`src/rtl/cmds_exec.sv`:
```
`default_nettype none
// ============================================================================
// Module   : cmds_exec
// Purpose  : Fetches an 8-byte maintenance command from CDCB memory, validates
//            it and performs a write / set-bits / clear-bits register access.
// Revision : 1.0 - initial release
// ============================================================================
module cmds_exec #(
    parameter logic [7:0]  DO_CMD   = 8'h01,
    parameter logic [11:0] MIN_ADDR = 12'd56,
    parameter logic [7:0]  REG_NUM  = 8'd64
) (
    input  logic        clk,
    input  logic        rst,
    input  logic        i_start_con,
    input  logic [11:0] im_base_addr,
    output logic        o_done_con,
    output logic        o_error_con,
    output logic [2:0]  om_err_code,
    output logic        o_busy,
    output logic [11:0] om_cdcb_addr,
    input  logic [7:0]  im_cdcb_dout,
    output logic        o_reg_wren,
    output logic        o_reg_rden,
    output logic [7:0]  om_reg_addr,
    output logic [15:0] om_reg_din,
    input  logic [15:0] im_reg_dout
);

    localparam logic [7:0] c_OP_WR  = 8'h10;
    localparam logic [7:0] c_OP_SET = 8'h11;
    localparam logic [7:0] c_OP_CLR = 8'h12;

    typedef enum logic [3:0] {
        S_IDLE  = 4'd0,
        S_FETCH = 4'd1,
        S_DRAIN = 4'd2,
        S_CHECK = 4'd3,
        S_RD    = 4'd4,
        S_RDW   = 4'd5,
        S_WR    = 4'd6,
        S_DONE  = 4'd7,
        S_ERR   = 4'd8
    } state_t;

    state_t      r_state;
    logic [11:0] r_base;
    logic [3:0]  r_fcnt;
    logic [3:0]  r_ccnt;
    logic        r_v1;
    logic        r_v2;
    logic [7:0]  r_b [8];

    logic [7:0]  w_xor;
    logic [15:0] w_data;
    logic        w_subop_ok;
    logic [2:0]  w_chk_code;

    assign w_xor      = r_b[0] ^ r_b[1] ^ r_b[2] ^ r_b[3] ^ r_b[4] ^ r_b[5] ^ r_b[6] ^ r_b[7];
    assign w_data     = {r_b[3], r_b[4]};
    assign w_subop_ok = (r_b[1] == c_OP_WR) || (r_b[1] == c_OP_SET) || (r_b[1] == c_OP_CLR);

    // Zero means the command passed every check.
    always_comb begin
        w_chk_code = 3'd0;
        if (w_xor != 8'h00)
            w_chk_code = 3'd3;
        else if (r_b[0] != DO_CMD)
            w_chk_code = 3'd2;
        else if (!w_subop_ok)
            w_chk_code = 3'd4;
        else if (r_b[2] >= REG_NUM)
            w_chk_code = 3'd5;
    end

    always_ff @(posedge clk) begin
        if (rst) begin
            r_state      <= S_IDLE;
            r_base       <= '0;
            r_fcnt       <= '0;
            r_ccnt       <= '0;
            r_v1         <= 1'b0;
            r_v2         <= 1'b0;
            for (int i = 0; i < 8; i++) r_b[i] <= '0;
            o_done_con   <= 1'b0;
            o_error_con  <= 1'b0;
            om_err_code  <= '0;
            o_busy       <= 1'b0;
            om_cdcb_addr <= '0;
            o_reg_wren   <= 1'b0;
            o_reg_rden   <= 1'b0;
            om_reg_addr  <= '0;
            om_reg_din   <= '0;
        end else begin
            // Two-stage tag pipeline matches the CDCB read latency.
            r_v1 <= (r_state == S_FETCH);
            r_v2 <= r_v1;
            if (r_v2 && !r_ccnt[3]) begin
                r_b[r_ccnt[2:0]] <= im_cdcb_dout;
                r_ccnt           <= r_ccnt + 4'd1;
            end

            case (r_state)
                S_IDLE: begin
                    if (i_start_con) begin
                        r_base      <= im_base_addr;
                        r_ccnt      <= '0;
                        o_busy      <= 1'b1;
                        om_err_code <= '0;
                        if (im_base_addr < MIN_ADDR) begin
                            r_state     <= S_ERR;
                            o_error_con <= 1'b1;
                            om_err_code <= 3'd1;
                        end else begin
                            r_state      <= S_FETCH;
                            om_cdcb_addr <= im_base_addr;
                            r_fcnt       <= 4'd1;
                        end
                    end
                end
                S_FETCH: begin
                    if (r_fcnt == 4'd8) begin
                        om_cdcb_addr <= '0;
                        r_state      <= S_DRAIN;
                    end else begin
                        om_cdcb_addr <= r_base + {8'd0, r_fcnt};
                        r_fcnt       <= r_fcnt + 4'd1;
                    end
                end
                S_DRAIN: begin
                    // Leave as the eighth byte is being written.
                    if ((r_v2 && r_ccnt == 4'd7) || r_ccnt[3])
                        r_state <= S_CHECK;
                end
                S_CHECK: begin
                    if (w_chk_code != 3'd0) begin
                        r_state     <= S_ERR;
                        o_error_con <= 1'b1;
                        om_err_code <= w_chk_code;
                    end else if (r_b[1] == c_OP_WR) begin
                        r_state     <= S_WR;
                        o_reg_wren  <= 1'b1;
                        om_reg_addr <= r_b[2];
                        om_reg_din  <= w_data;
                    end else begin
                        r_state     <= S_RD;
                        o_reg_rden  <= 1'b1;
                        om_reg_addr <= r_b[2];
                    end
                end
                S_RD: begin
                    o_reg_rden  <= 1'b0;
                    om_reg_addr <= '0;
                    r_state     <= S_RDW;
                end
                S_RDW: begin
                    r_state     <= S_WR;
                    o_reg_wren  <= 1'b1;
                    om_reg_addr <= r_b[2];
                    if (r_b[1] == c_OP_SET)
                        om_reg_din <= im_reg_dout | w_data;
                    else
                        om_reg_din <= im_reg_dout & ~w_data;
                end
                S_WR: begin
                    o_reg_wren  <= 1'b0;
                    om_reg_addr <= '0;
                    om_reg_din  <= '0;
                    o_done_con  <= 1'b1;
                    om_err_code <= '0;
                    r_state     <= S_DONE;
                end
                S_DONE: begin
                    o_done_con <= 1'b0;
                    o_busy     <= 1'b0;
                    r_state    <= S_IDLE;
                end
                S_ERR: begin
                    o_error_con <= 1'b0;
                    o_busy      <= 1'b0;
                    r_state     <= S_IDLE;
                end
                default: begin
                    r_state      <= S_IDLE;
                    o_done_con   <= 1'b0;
                    o_error_con  <= 1'b0;
                    o_busy       <= 1'b0;
                    om_cdcb_addr <= '0;
                    o_reg_wren   <= 1'b0;
                    o_reg_rden   <= 1'b0;
                    om_reg_addr  <= '0;
                    om_reg_din   <= '0;
                end
            endcase
        end
    end

endmodule
`default_nettype wire

```
`config.mk`:
```
export PLATFORM = sky130hd
export DESIGN_NAME = cmds_exec
export DESIGN_NICKNAME = d
export VERILOG_FILES = /design/src/rtl/cmds_exec.sv
export SDC_FILE = /design/constraint.sdc
export NUM_CORES = 1
export LEC_CHECK = 0
export CAP_MARGIN = 20
export CORE_MARGIN = 1
export CORE_UTILIZATION = 51
export CTS_CLUSTER_DIAMETER = 40
export DETAILED_ROUTE_END_ITERATION = 8
export PLACE_DENSITY = 0.77
export SKIP_LAST_GASP = 1
export SLEW_MARGIN = 20
export SYNTH_ARGS = -nofsm -noshare
export SYNTH_HDL_FRONTEND = slang
export SYNTH_SLANG_ARGS = --single-unit
```
`constraint.sdc`:
```
create_clock -name clk -period 2.8 [get_ports clk]
set_input_delay 0.28 -clock clk [delete_from_list [all_inputs] [get_ports clk]]
set_output_delay 0.28 -clock clk [all_outputs]
set_load 0.02 [all_outputs]
```
==> impl_metrics.json, run 1 <==
{
  "status": "completed",
  "cp_num_buf_inv": 0,
  "fin_worst_skew_ns": 0.008926,
  "setup_tns_ns": 0,
  "synthCells": 657,
  "die_area_um2": 13400,
  "drt-wirelength-per-cell_um": 17.42,
  "cpPeakStageDelay_ns": 0.48,
  "clk_latency_ns": 0.42,
  "power_frac_comb": 0.186,
  "layout-drive-gt1-share": 0.09198,
  "grt_start_max_net_pins": 25,
  "relSlewSlack": 0.5542,
  "crit_cells": 8,
  "synthAdderAreaFrac": 0.01631,
  "post-route-period-util": 0.9079,
  "postLayoutCellArea_um2": 8242,
  "synth_cell_types": 60,
  "antenna_found_initial": 0,
  "drt_wl_total_um": 16250,
  "post_cts_resized": 0,
  "end_kind": "flop",
  "yosysWarnings": 0,
  "maxSlewViolCount": 0,
  "cap_violations": 0,
  "drc_errors": 0,
  "synth_area_per_cell_um2": 10.04,
  "drt_iter0_drc": 449,
  "syn2layout_area_growth_pct": 24.92,
  "synth-edff-count": 64,
  "rows": 41,
  "vias_per_cell": 5.596,
  "htreeDepth": 4,
  "place_congestion": 0.8751,
  "cp-start-kind": "flop",
  "cp_max_fo": 16,
  "gr-usage-all-layers": 0.2573,
  "dr.pass1.iters": 5,
  "synth-seq-cells": 134,
  "io_buffers": 82,
  "regArea_um2": 3323,
  "ir_drop_v": 0.0003875,
  "nFillCells": 1012,
  "grt_pass1_wl_um": 25580,
  "hold_path_class": "flop to flop",
  "yosys.area_share.xor_xnor": 0.09406,
  "fmax_mhz": 393.4,
  "clkTransAtPathRegs_ns": 0.06,
  "mostFrequentLayoutCell": "clkdlybuf4s50_1",
  "rsz0062_at_grt": "no",
  "crit_slowest_cell": "edfxtp_1",
  "ys_seq_area_frac": 0.5037,
  "power.internal_uw": 4039,
  "grt.overflow.total": 0,
  "power_density_nw_per_um2": 674.7,
  "final_cell_mix": "82 x clkdlybuf4s50_1, 79 x nand2_1, 70 x dfxtp_1",
  "cts_tree": "built",
  "ctsHoldBuffers": 0,
  "p_seq_frac": 0.411,
  "grt_pass1_vias": 5047,
  "p_switching_uw": 1521,
  "hold_depth": 2,
  "vias": 5221,
  "numCtsBuffers": 17,
  "pwr-share-clk": 0.404,
  "synth_compound_area_frac": 0.1411,
  "p_leak_uw": 0.003033,
  "rr_worst_depth": 8,
  "cts_root_buf": "clkbuf_16",
  "critPathRequiredTime_ns": 3.15,
  "io_pins": 83,
  "finalSetupViolCount": 0,
  "final_hold_viol_count": 0,
  "crit_top_cell": "xnor2_1",
  "worst-setup-path-type": "flop to flop",
  "ant_nets": 0,
  "multiInputGateArea_um2": 3119,
  "final_net_count": 795,
  "die_w_um": 115.7,
  "synth_nets": 704,
  "tightest_slew_ns": 0.6687,
  "placedInstanceArea_um2": 7647,
  "clockBufferDepth": 2,
  "synth_flop_cell": "dfxtp_1",
  "post-cts-setup-buffers": 0,
  "start_util": 0.5228,
  "synth_simple_gate_area_frac": 0.2077,
  "utilization": 0.6531,
  "synth_top_family_by_area": "simple AND/OR/NAND/NOR gates",
  "core_um2": 12620,
  "cts_sinks": 134,
  "num_antenna_cells": 0,
  "critPathArrivalTime_ns": 2.89,
  "synthMuxAreaShare": 0.01365,
  "path_cells": "xnor2_1 > xnor2_1 > xnor2_1 > nand4_2 > o41ai_2 > o211a_4 > nand3_4 > o2bb2ai_1",
  "die_h_um": 115.7,
  "cp_top_family": "compound AO/OA/AOI/OAI gates",
  "async_flop_share": 0,
  "sw_frac_of_total": 0.2736,
  "netlist_area_um2": 6598,
  "dp_hpwl_um": 11600,
  "min_period_ns": 2.542
}
registers in the layout (all words and copies together), names as in the netlist:
name          flops
o_busy            1
o_done_con        1
o_error_con       1
o_reg_rden        1
o_reg_wren        1
om_cdcb_addr     12
om_err_code       3
om_reg_addr       8
om_reg_din       16
r_b              64
r_base           12
r_ccnt            4
r_fcnt            4
r_state           4
r_v1              1
r_v2              1
area by class of cell:
class                   count  share of cell area
flip-flops and latches    134              0.4032
multi-input cells         487              0.3785
repair buffers            101              0.1169
clock buffers              23             0.05678
well taps                 172             0.02611
clock inverters             9             0.01533
inverters                   7            0.003188
metal layers:
layer  vias up  part of all wire  GRT usage
met2       210              0.49     0.4076
met5         -                 0          0
li1       2501                 -          -
met1      2480              0.43     0.3388
met4         0             0.023     0.1111
met3        30             0.060    0.05962
kinds of logic (layout without fill, tap and decap cells):
| kind of cell | after synthesis | count (layout) |
|---|---|---|
| flops | 134 | 134 |
| xor+xnor | 70 | 70 |
| compound gates | 129 | 129 |
| mux | 9 | 9 |
| fa+ha+maj | 8 | 8 |
| simple gates | 271 | 271 |
| buf+inv | 36 | 140 |
cell usage after synthesis (2+ instances only):
cell,instances,area [µm²]
buf_1,4,15.01
inv_1,5,18.77
nand2_1,79,296.5
a21o_1,5,37.54
mux2i_1,9,90.09
xnor2_1,61,534.3
nand3_1,5,25.02
nand4b_1,2,17.52
buf_2,4,20.02
and2_1,66,412.9
ha_1,7,87.58
a31oi_1,4,25.02
a22o_1,6,52.55
dfxtp_1,70,1401
a221oi_1,2,17.52
nor2b_1,3,18.77
nor3_1,18,90.09
nand4_2,2,25.02
buf_6,2,22.52
nand2b_1,6,37.54
xor2_1,8,70.07
edfxtp_1,64,1922
or3_1,4,25.02
o21ai_0,16,80.08
o2bb2ai_2,10,150.1
nor4_1,5,31.28
nand3b_1,3,22.52
a22oi_1,12,90.09
a21oi_1,52,260.3
o2bb2ai_1,7,61.31
or2_2,3,18.77
and3_1,7,43.79
clkbuf_1,19,71.32
nor2_1,60,225.2
nand4_1,2,12.51
worst paths after layout:
path,slack (ns),end,start
min,0.46,om_err_code[1]$_SDFFE_PP0P_,om_err_code[1]$_SDFFE_PP0P_
max,0.26,om_reg_din[15]$_SDFFE_PP0P_,r_b[4][3]$_SDFFCE_PN0P_
max reg2reg,0.26,om_reg_din[15]$_SDFFE_PP0P_,r_b[4][3]$_SDFFCE_PN0P_
min reg2reg,0.46,om_err_code[1]$_SDFFE_PP0P_,om_err_code[1]$_SDFFE_PP0P_
worst min-delay path, delay by kind of cell (launching register included):
family	cells	cell delay, ns
DFF	1	0.31
AOI/OAI and AO/OA	1	0.05
and+or+nand+nor	1	0.05
through the flow:
stage | total power, µW | setup WS, ns | hold WS, ns | instances
floorplan | 2967 | 0.6487 | 0.4138 | 657
global placement | 3301 | 0.3598 | 0.4414 | 901
detailed placement | 3330 | 0.2278 | 0.4350 | 901
CTS | 5559 | 0.2761 | 0.4551 | 933
global route | 5767 | 0.06778 | 0.4716 | 933
finish | 5561 | 0.2580 | 0.4552 | 933
power groups by stage:
stage / logic, µW / clock network, µW / registers (µW)
after floorplan: 623 / 0 / 2340
after global placement: 988 / 0 / 2310
after detailed placement: 1010 / 0 / 2320
after CTS: 1020 / 2260 / 2280
after global routing: 1120 / 2350 / 2300
final: 1030 / 2240 / 2280
Power figures use the tool's default switching activity.
==> inputs of run 2 (changes only) <==
--- a/config.mk
+++ b/config.mk
@@ -6,11 +6,12 @@
 export NUM_CORES = 1
 export LEC_CHECK = 0
 export CAP_MARGIN = 20
-export CORE_MARGIN = 1
+export CORE_MARGIN = 2
 export CORE_UTILIZATION = 51
 export CTS_CLUSTER_DIAMETER = 40
 export DETAILED_ROUTE_END_ITERATION = 8
 export PLACE_DENSITY = 0.77
+export RECOVER_POWER = 25
 export SKIP_LAST_GASP = 1
 export SLEW_MARGIN = 20
 export SYNTH_ARGS = -nofsm -noshare
==> run 2 against run 1 <==
  * Via count increased by 0.27%
  * Combinational power about the same
  * Total power decreased by 3.1%
  * Clock power decreased by 7%
==> impl_metrics.json, run 2 (synthesized netlist as in run 1, its figures left out) <==
{
  "drt_wl_total_um": 16550,
  "final_net_count": 794,
  "cp-start-kind": "flop",
  "rr_worst_depth": 8,
  "core_um2": 12620,
  "ctsHoldBuffers": 0,
  "hold_path_class": "flop to flop",
  "drc_errors": 0,
  "vias": 5235,
  "clk_latency_ns": 0.42,
  "critPathRequiredTime_ns": 3.10,
  "io_pins": 83,
  "rows": 41,
  "worst-setup-path-type": "flop to flop",
  "grt_pass1_wl_um": 26480,
  "vias_per_cell": 5.623,
  "timing.rr.end": "om_reg_din[1]$_SDFFE_PP0P_",
  "end_kind": "flop",
  "path_cells": "xnor2_1 > xnor2_1 > xnor2_1 > nand4_2 > nor4_1 > o211a_4 > o22ai_4 > o2bb2ai_1",
  "largest_register_ffs": 64,
  "fin_cells": 931,
  "antenna_found_initial": 0,
  "grt_start_max_net_pins": 46,
  "cpPeakStageDelay_ns": 0.45,
  "drt-wirelength-per-cell_um": 17.77,
  "tightest_slew_ns": 0.9985,
  "top_regs": "r_b: 64 flops, om_reg_din: 16 flops",
  "final_cell_mix": "79 x nand2_1, 70 x dfxtp_1, 64 x edfxtp_1",
  "hold_start": "o_error_con$_SDFFE_PP0P_",
  "crit_slowest_cell": "edfxtp_1",
  "grt_pass1_vias": 5144,
  "fmax_mhz": 390.0,
  "reg2reg_slack_ns": 0.24,
  "clockBufferDepth": 2,
  "cts_sinks": 134,
  "die_area_um2": 13860,
  "relSlewSlack": 0.3343,
  "ir_drop_v": 0.0004373,
  "hold_slack_ns": 0.4505,
  "ant_nets": 0,
  "cts_tree": "built",
  "finalSetupViolCount": 0,
  "min_period_ns": 2.564,
  "rsz0062_at_grt": "no",
  "dp_cells": 900,
  "die_h_um": 117.7,
  "clkTransAtPathRegs_ns": 0.06,
  "nFillCells": 1027,
  "post-route-period-util": 0.9157,
  "grt.overflow.total": 0,
  "power_density_nw_per_um2": 659.1,
  "status": "completed",
  "gr-usage-all-layers": 0.2436,
  "cap_violations": 0,
  "die_w_um": 117.7,
  "top_register": "r_b",
  "dr.pass1.iters": 5,
  "numCtsBuffers": 17,
  "io_buffers": 82,
  "crit_top_cell": "xnor2_1",
  "fin_worst_skew_ns": 0.006786,
  "mostFrequentLayoutCell": "nand2_1",
  "maxSlewViolCount": 0,
  "p_leak_uw": 0.003068,
  "htreeDepth": 4,
  "drt_iter0_drc": 419,
  "num_antenna_cells": 0,
  "layout-drive-gt1-share": 0.09091,
  "whs_endpoint": "o_error_con$_SDFFE_PP0P_",
  "place_congestion": 0.8803,
  "hold_depth": 2,
  "start_util": 0.5228,
  "post-cts-setup-buffers": 0,
  "post_cts_resized": 0,
  "critPathArrivalTime_ns": 2.86,
  "syn2layout_area_growth_pct": 23.93,
  "setup_tns_ns": 0,
  "cts_root_buf": "clkbuf_16",
  "cp_max_fo": 16,
  "r2r_start": "r_b[4][6]$_SDFFCE_PN0P_",
  "dp_hpwl_um": 11930,
  "final_hold_viol_count": 0
}
## run 2: changes by cell type in the layout (fill, tap and decap cells not counted)
| cell | previous run | this run |
|---|---|---|
| clkbuf_8 | 2 | 0 |
| clkinv_4 | 1 | 5 |
| inv_6 | 0 | 3 |
| bufinv_16 | 3 | 1 |
| clkinv_2 | 1 | 2 |
| clkbuf_2 | 0 | 1 |
| buf_4 | 19 | 13 |
| and2_0 | 0 | 7 |
| clkdlybuf4s50_1 | 82 | 57 |
| clkinv_1 | 3 | 2 |
| dlygate4sd3_1 | 0 | 25 |
| and2_1 | 66 | 59 |
## run 2: worst max-delay path by stage
stage | startpoint | slack (ns) | depth (start not counted) | to
2_1_floorplan | r_b[4][3]$_SDFFCE_PN0P_ | 0.65 | 9 | om_reg_din[14]$_SDFFE_PP0P_
6_report | r_b[4][6]$_SDFFCE_PN0P_ | 0.24 | 8 | om_reg_din[1]$_SDFFE_PP0P_
4_1_cts | r_b[4][6]$_SDFFCE_PN0P_ | 0.27 | 8 | om_reg_din[1]$_SDFFE_PP0P_
5_1_grt | r_b[1][6]$_SDFFCE_PN0P_ | 0.09 | 8 | om_reg_din[1]$_SDFFE_PP0P_
3_5_place_dp | r_b[4][6]$_SDFFCE_PN0P_ | 0.29 | 8 | om_reg_din[1]$_SDFFE_PP0P_
3_3_place_gp | im_base_addr[6] | 0.32 | 10 | om_cdcb_addr[4]$_SDFFE_PP0P_
## run 2: area by class of cell
cell class	instances	area (µm²)	share of cell area
flip-flops and latches	134	3323	0.4064
inverters	7	26.28	0.003213
clock inverters	14	128.9	0.01576
repair buffers	100	938.4	0.1148
multi-input cells	487	3119	0.3815
clock buffers	17	425.4	0.05203
well taps	172	215.2	0.02632
## run 2: per-layer routing
layer | share of wire | global-route usage
met1 | 0.45 | 0.3332
met2 | 0.47 | 0.3786
met3 | 0.055 | 0.04748
met4 | 0.021 | 0.1032
met5 | 0 | 0
## run 2: power by group
group / leakage [µW] / internal, µW / switching [µW]
logic: 0.00157 / 408 / 612
registers: 0.00123 / 2170 / 105
clock network: 0.000267 / 1220 / 869
total: 0.00307 / 3800 / 1590
## run 2: worst max-delay path: cells and delay by family, from the launching register on
kind	cells	cell delay (ns)
AOI/OAI and AO/OA	3	0.70
xor gates and xnor gates	3	0.72
and+or+nand+nor	2	0.58
DFF	1	0.45
## run 2: per-stage QoR
stage	worst slack, ns	power (µW)	cell area, µm²	utilization
floorplan	0.6487	2967	6598	-
global placement	0.3199	3306	7640	0.6054
detailed placement	0.2868	3336	7640	0.6054
CTS	0.2697	5405	8194	0.6493
global route	0.08969	5584	8177	0.6479
finish	0.2360	5389	8177	0.6479
==> inputs of run 3 (changes only) <==
--- a/config.mk
+++ b/config.mk
@@ -12,6 +12,7 @@
 export DETAILED_ROUTE_END_ITERATION = 8
 export PLACE_DENSITY = 0.77
 export RECOVER_POWER = 25
+export REMOVE_ABC_BUFFERS = 1
 export SKIP_LAST_GASP = 1
 export SLEW_MARGIN = 20
 export SYNTH_ARGS = -nofsm -noshare
==> run 3 against run 2 <==
  * Die area unchanged
  * Non-clock buffer count unchanged
  * Utilization rose by 0.53 points
  * Combinational power is essentially flat
  * Worst setup slack worse by 0.021 ns
  * Hold slack worse by 0.29 ns
  * Count of clock-buffer cells in the layout is 3 higher
  * Via count fell by 0.40%
  * First-iteration DRC count grew 8.1%
  * Critical path type unchanged
  * Sequential power barely moved
  * Largest cell class unchanged
==> impl_metrics.json, run 3 (synthesized netlist as in run 1, its figures left out) <==
{
  "grt_pass1_wl_um": 26160,
  "cap_violations": 0,
  "grt_pass1_vias": 5136,
  "largest_register_ffs": 64,
  "drt_iter0_drc": 453,
  "drt_wl_total_um": 16260,
  "die_w_um": 117.7,
  "cp_num_buf_inv": 0,
  "clk_latency_ns": 0.42,
  "final_cell_mix": "79 x nand2_1, 70 x dfxtp_1, 64 x edfxtp_1",
  "clockBufferDepth": 2,
  "numCtsBuffers": 17,
  "utilization": 0.6532,
  "crit_top_cell": "xnor2_1",
  "p_leak_uw": 0.003151,
  "cts_sinks": 134,
  "top_regs": "r_b: 64 flops, om_reg_din: 16 flops",
  "wl_met2_um": 7779,
  "min_period_ns": 2.585,
  "postLayoutCellArea_um2": 8243,
  "nFillCells": 975,
  "final_hold_viol_count": 0,
  "die_area_um2": 13860,
  "cts_tree": "built",
  "mostFrequentLayoutCell": "nand2_1",
  "vias": 5214,
  "dr.pass1.iters": 5,
  "grt.overflow.total": 0,
  "core_um2": 12620,
  "cp-start-kind": "flop",
  "wl_met3_um": 1070,
  "num_antenna_cells": 0,
  "post-route-period-util": 0.9232,
  "top_register": "r_b",
  "setup_tns_ns": 0,
  "rows": 41,
  "io_pins": 83,
  "hold_path_class": "input port to flop",
  "syn2layout_area_growth_pct": 24.94,
  "maxSlewViolCount": 0,
  "antenna_found_initial": 0,
  "ir_drop_v": 0.0004023,
  "relSlewSlack": 0.4152,
  "tightest_slew_ns": 0.8705,
  "htreeDepth": 4,
  "crit_slowest_cell": "edfxtp_1",
  "final_net_count": 794,
  "cpPeakStageDelay_ns": 0.48,
  "rsz0062_at_grt": "no",
  "layout-drive-gt1-share": 0.09474,
  "highest_layer": "met4",
  "ant_nets": 0,
  "met1Wirelength_um": 7074,
  "place_congestion": 0.8489,
  "dp_hpwl_um": 11440,
  "path_cells": "xnor2_1 > xnor2_1 > xnor2_1 > nand4_2 > o41ai_2 > o211a_4 > nand3_4 > o2bb2ai_1",
  "start_util": 0.5228,
  "io_buffers": 82,
  "ctsHoldBuffers": 0,
  "clkTransAtPathRegs_ns": 0.06,
  "cp_top_family": "compound AO/OA/AOI/OAI gates",
  "placedInstanceArea_um2": 7632,
  "die_h_um": 117.7,
  "drc_errors": 0,
  "vias_per_cell": 5.594,
  "cp_max_fo": 16,
  "gr-usage-all-layers": 0.2393,
  "fmax_mhz": 386.9,
  "finalSetupViolCount": 0,
  "worst-setup-path-type": "flop to flop",
  "fin_worst_skew_ns": 0.006589,
  "critPathArrivalTime_ns": 2.93,
  "grt_start_max_net_pins": 26,
  "power_density_nw_per_um2": 678.0,
  "hold_slack_ns": 0.1655,
  "critPathRequiredTime_ns": 3.14,
  "status": "completed",
  "end_kind": "flop",
  "drt-wirelength-per-cell_um": 17.44,
  "cts_root_buf": "clkbuf_16"
}
-- run 3: cell count changes in the layout (fill, tap and decap cells not counted), moves of 2 or more --
| cell | change |
|---|---|
| buf_2 | +2 |
| bufinv_16 | +2 |
| clkdlybuf4s50_1 | -19 |
| clkinv_4 | -4 |
| clkinvlp_4 | +3 |
| dlygate4sd3_1 | +18 |
| inv_6 | -3 |
| o21ai_0 | -2 |
| o21ai_1 | +2 |
-- run 3: layer usage --
metal,vias to the layer above,global-route usage
met3,32,0.05523
met1,2483,0.3099
li1,2491,-
met4,0,0.09864
met5,-,0
met2,208,0.3870
-- run 3: cell type report --
| type | instances | area, µm² | area share |
|---|---|---|---|
| sequential | 134 | 3323 | 0.4032 |
| multi-input combinational | 487 | 3126 | 0.3792 |
| timing repair buffer | 100 | 933.4 | 0.1132 |
| clock buffer | 20 | 467.9 | 0.05677 |
| tap | 172 | 215.2 | 0.02611 |
| clock inverter | 12 | 151.4 | 0.01837 |
| inverter | 7 | 26.28 | 0.003188 |
-- run 3: timing repair --
| item | 4_1_cts | 5_1_grt |
|---|---|---|
| resized for setup | 0 | 1 |
| setup buffers | 0 | 0 |
| setup endpoints to repair | 0 | 13 |
-- run 3: metrics by stage --
stage               instances  setup slack [ns]  total power, µW
floorplan                 628            0.1671             2925
CTS                       932            0.2338             5624
finish                    932            0.2150             5588
detailed placement        900            0.3113             3330
global route              932           0.03029             5800
global placement          899            0.3515             3304
-- run 3: path summary, 6_finish.rpt --
kind | from | to | cells after the start | slack (ns)
worst max-delay path | r_b[2][7]$_SDFFCE_PN0P_ | om_reg_din[1]$_SDFFE_PP0P_ | 8 | 0.22
worst min-delay path | rst | om_cdcb_addr[4]$_SDFFE_PP0P_ | 2 | 0.17
worst max register to register | r_b[2][7]$_SDFFCE_PN0P_ | om_reg_din[1]$_SDFFE_PP0P_ | 8 | 0.22
worst min register to register | r_v1$_SDFF_PP0_ | r_v2$_SDFF_PP0_ | 1 | 0.44
-- run 3: where the power goes --
| part | internal (µW) | switching (µW) | leakage [µW] |
|---|---|---|---|
| Combinational | 407 | 595 | 0.00163 |
| Clock | 1470 | 828 | 0.000289 |
| Sequential | 2180 | 113 | 0.00123 |
==> RTL change 1 (flow settings as in run 3) <==
Encoding of `state_t`: now one-hot (9 bits for 9 states).
--- a/src/rtl/cmds_exec.sv
+++ b/src/rtl/cmds_exec.sv
@@ -33,12 +33,12 @@
 
-    typedef enum logic [3:0] {
-        S_IDLE  = 4'd0,
-        S_FETCH = 4'd1,
-        S_DRAIN = 4'd2,
-        S_CHECK = 4'd3,
-        S_RD    = 4'd4,
-        S_RDW   = 4'd5,
-        S_WR    = 4'd6,
-        S_DONE  = 4'd7,
-        S_ERR   = 4'd8
+    typedef enum logic [8:0] {
+        S_IDLE  = 9'b000000001,
+        S_FETCH = 9'b000000010,
+        S_DRAIN = 9'b000000100,
+        S_CHECK = 9'b000001000,
+        S_RD    = 9'b000010000,
+        S_RDW   = 9'b000100000,
+        S_WR    = 9'b001000000,
+        S_DONE  = 9'b010000000,
+        S_ERR   = 9'b100000000
     } state_t;
Function: no difference found for any inputs over 4 cycles, from zero or initial values and one cycle with rst high; so few cycles prove little.
==> RTL change 1 against run 3 <==
Sequential power increased by 3%; setup slack improved by 0.0033 ns; sequential cell count increased by 5; core utilization down 0.55 points; wire length up 7.4%; area after synthesis is 4.8% higher; die area is 4.6% higher; final area increased by 4.1%; total power grew 4.3%; clock skew rose by 0.0019 ns; critical endpoint is now om_reg_addr[4]$_SDFFE_PP0P_; largest power group unchanged; highest routed layer unchanged.
==> RTL change 1: results (changes against run 3) <==
wl_met2_um: 8450  # was 7780 um
use_met2_pct: 40.5  # was 38.7%
drtPass1Iterations: 6  # was 5
grt_use_total_pct: 25.0  # was 23.9%
drive_gt1_share_pct: 9.57  # was 9.47%
grt_max_degree: 68  # was 26
multiInputGateArea_mm2: 0.00331  # was 0.00313 mm^2
drt-vias-per-instance: 5.71  # was 5.59
tightest_slew_ns: 0.814  # was 0.871 ns
n_all_buffers: 102  # was 100
holdPathEnd: "r_ccnt[1]$_SDFF_PP0_"  # was om_cdcb_addr[4]$_SDFFE_PP0P_
synthTopCellsByCount: "dfxtp_1, and2_1, nand2_1, edfxtp_1, xnor2_1"  # was nand2_1, dfxtp_1, and2_1, edfxtp_1, xnor2_1
r2r_end: "om_reg_addr[4]$_SDFFE_PP0P_"  # was om_reg_din[1]$_SDFFE_PP0P_
met3_usage_pct: 4.58  # was 5.52%
skew_ns: 0.00846  # was 0.00659 ns
power.share.switching_pct: 27.4  # was 27.5%
p_leak_nw: 3.14  # was 3.15 nW
wl_per_cell_um: 17.8  # was 17.4 um
cellInternalPower_w: 0.00423  # was 0.00405 W
layout.nonclk_buf_share_pct: 11.3  # about the same
inverters: 8  # was 7
cp_max_fo: 6  # was 16
grt_pass1_vias: 5393  # was 5136
wl_um: 17500  # was 16300 um
wl_met3_um: 1060  # was 1070 um
dr.first_iter.drc_count: 498  # was 453
synth_area_per_cell_um2: 9.83  # was 10.0 um^2
status: "finished clean"  # unchanged
power_frac_comb_pct: 18.6  # was 17.9%
grt_pass1_wl_um: 28100  # was 26200 um
vdd_ir_drop_max_mv: 0.452  # was 0.402 mV
finalNetCount: 839  # was 794
r2r-start: "r_b[4][2]$_SDFFCE_PN0P_"  # was r_b[2][7]$_SDFFCE_PN0P_
clock_area_share_pct: 7.26  # was 7.51%
period_share_pct: 92.2  # was 92.3%
cp.arrival_ns: 2.95  # was 2.93 ns
reg2regPathDepth: 7  # was 8
place_congestion: 0.909  # was 0.849
[RTL change 1: cell count changes in the layout (fill, tap and decap cells not counted), moves of 11 or more]
cell	before	now
nor3_2	1	13
and2_0	7	21
nor3_1	18	36
nand2_1	79	65
and2_1	59	48
clkdlybuf4s50_1	38	54
dlygate4sd3_1	43	27
o21a_1	0	16
a211oi_1	1	14
[RTL change 1: logic make-up (layout without fill, tap and decap cells)]
family	Yosys count	after routing	synth area share, %
adder cells (fa/ha/maj)	8	8	1.56
flip-flops	139	139	49.5
AND/OR/NAND/NOR	320	320	25.1
XOR/XNOR	69	69	8.74
buffers and inverters	40	142	2.72
multiplexers	3	3	0.434
AO/OA/AOI/OAI	124	124	11.9
[RTL change 1: worst max path at each step]
stage	startpoint	endpoint	cells past startpoint
detailed placement	im_base_addr[6]	o_error_con$_SDFFE_PP0P_	8
CTS	r_b[1][5]$_SDFFCE_PN0P_	om_reg_din[7]$_SDFFE_PP0P_	8
floorplan	r_state[5]$_SDFFE_PP0P_	r_fcnt[1]$_SDFFE_PP0P_	7
global placement	im_base_addr[6]	o_error_con$_SDFFE_PP0P_	8
global route	r_b[2][6]$_SDFFCE_PN0P_	om_reg_addr[1]$_SDFFE_PP0P_	7
finish	r_b[4][2]$_SDFFCE_PN0P_	om_reg_addr[4]$_SDFFE_PP0P_	7
[RTL change 1: worst max-delay path: stages, from the launching register on]
cell and delay, ns:
edfxtp_1 0.48, xnor2_1 0.27, xnor2_1 0.18, xnor2_1 0.16, nand4_1 0.25, or4b_1 0.68
a21oi_2 0.32, a22o_1 0.18
[RTL change 1: stage by stage]
stage	area, um^2	util [%]	hold WS, ns
after floorplan	6750	-	0.349
after global placement	7970	60.1	0.434
after detailed placement	7970	60.1	0.431
after CTS	8590	64.9	0.189
after global routing	8580	64.8	0.207
final	8580	64.8	0.183
==> RTL change 2 (flow settings as in run 3) <==
Without the edit above. Set the parameter `REG_NUM` to 8'd32 (it was 8'd64).
--- a/src/rtl/cmds_exec.sv
+++ b/src/rtl/cmds_exec.sv
@@ -10,3 +10,3 @@
     parameter logic [11:0] MIN_ADDR = 12'd56,
-    parameter logic [7:0]  REG_NUM  = 8'd64
+    parameter logic [7:0]  REG_NUM  = 8'd32
 ) (
Check against the original RTL: no difference found for any inputs over 4 cycles, from zero or initial values and one cycle with rst high; that may be too few to reach the edited logic, so the function may still have changed.
==> RTL change 2 against run 3 <==
Final area did not move; area after synthesis rose by 0.30%; total power fell by 6.8%; sequential share of layout area did not move; sequential cell count did not move; global-route usage rose by 0.75 points; synthesized cell count rose by 4.4%; critical endpoint is now om_reg_din[13]$_SDFFE_PP0P_; critical path depth did not move; die area rose by 0.29%; wire length rose by 1.5%; setup slack improved by 0.033 ns.
==> RTL change 2: results (changes against run 3) <==
status: "finished clean"  # unchanged
synth_area_per_cell_um2: 9.65  # was 10.0 um^2
vias: 5387  # was 5214
wl_per_cell_um: 17.2  # was 17.4 um
n_all_buffers: 104  # was 100
wl_met1_um: 7490  # was 7070 um
multi_input_area_share_pct: 37.8  # was 37.9%
use_met2_pct: 38.4  # was 38.7%
p_leak_nw: 2.97  # was 3.15 nW
nFillCells: 1060  # was 975
dpl-instance-area_mm2: 0.00767  # was 0.00763 mm^2
reg2reg_slack_ns: 0.25  # was 0.22 ns
grt_pass1_wl_um: 27000  # was 26200 um
synthCells: 686  # was 657
cpPeakStageDelay_ns: 0.58  # was 0.48 ns
drive_gt1_share_pct: 8.37  # was 9.47%
cp.arrival_ns: 2.88  # was 2.93 ns
cp_max_fo: 12  # was 16
power.share.switching_pct: 25.8  # was 27.5%
relSlewSlack_pct: 36.0  # was 41.5%
ys_types: 57  # was 60
crit_start: "r_b[4][2]$_SDFFCE_PN0P_"  # was r_b[2][7]$_SDFFCE_PN0P_
met3_usage_pct: 7.12  # was 5.52%
hold_slack_ns: 0.0949  # was 0.165 ns
place_congestion: 0.877  # was 0.849
grt_pass1_vias: 5328  # was 5136
n_sequential_cell: 134  # unchanged
endpoint: "om_reg_din[13]$_SDFFE_PP0P_"  # was om_reg_din[1]$_SDFFE_PP0P_
synthTopCellsByCount: "nand2_1, dfxtp_1, and2_1, nor2_1, edfxtp_1"  # was nand2_1, dfxtp_1, and2_1, edfxtp_1, xnor2_1
dp.cells: 929  # was 900
hpwl_um: 11600  # was 11400 um
inverters: 11  # was 7
layout.cells.non_filler: 961  # was 932
clock_area_share_pct: 7.15  # was 7.51%
p_comb_w: 0.000764  # was 0.00100 W
holdPathEnd: "r_ccnt[0]$_SDFF_PP0_"  # was om_cdcb_addr[4]$_SDFFE_PP0P_
clock_buffers: 18  # was 20
syn2layout_area_growth_pct: 24.6  # was 24.9%
ys_seq_area_share_pct: 50.2  # was 50.4%
wl_met2_um: 7550  # was 7780 um
dr.first_iter.drc_count: 632  # was 453
## RTL change 2: per-stage QoR
step | total power [W] | setup WS [ns] | TNS [ns]
6_report | 0.00521 | 0.248 | 0
2_1_floorplan | 0.00270 | -0.190 | -0.620
5_1_grt | 0.00539 | 0.0309 | 0
3_5_place_dp | 0.00303 | 0.143 | 0
4_1_cts | 0.00523 | 0.122 | 0
3_3_place_gp | 0.00300 | 0.221 | 0
## RTL change 2: cell families (layout without fill, tap and decap cells)
family                     after synthesis  count (layout)  share of synthesized area, %
adders and majority gates                8               8                          1.63
AOI/OAI and AO/OA                      111             111                          11.1
DFF                                    134             134                          50.2
muxes                                    9               9                          1.36
buffers and inverters                   44             147                          2.87
xor gates and xnor gates                66              66                          8.74
and+or+nand+nor                        314             314                          24.1
## RTL change 2: what timing repair did
action                     in CTS  in global routing
gates resized for setup         0                  1
setup buffers                   0                  0
setup endpoints to repair       0                  2
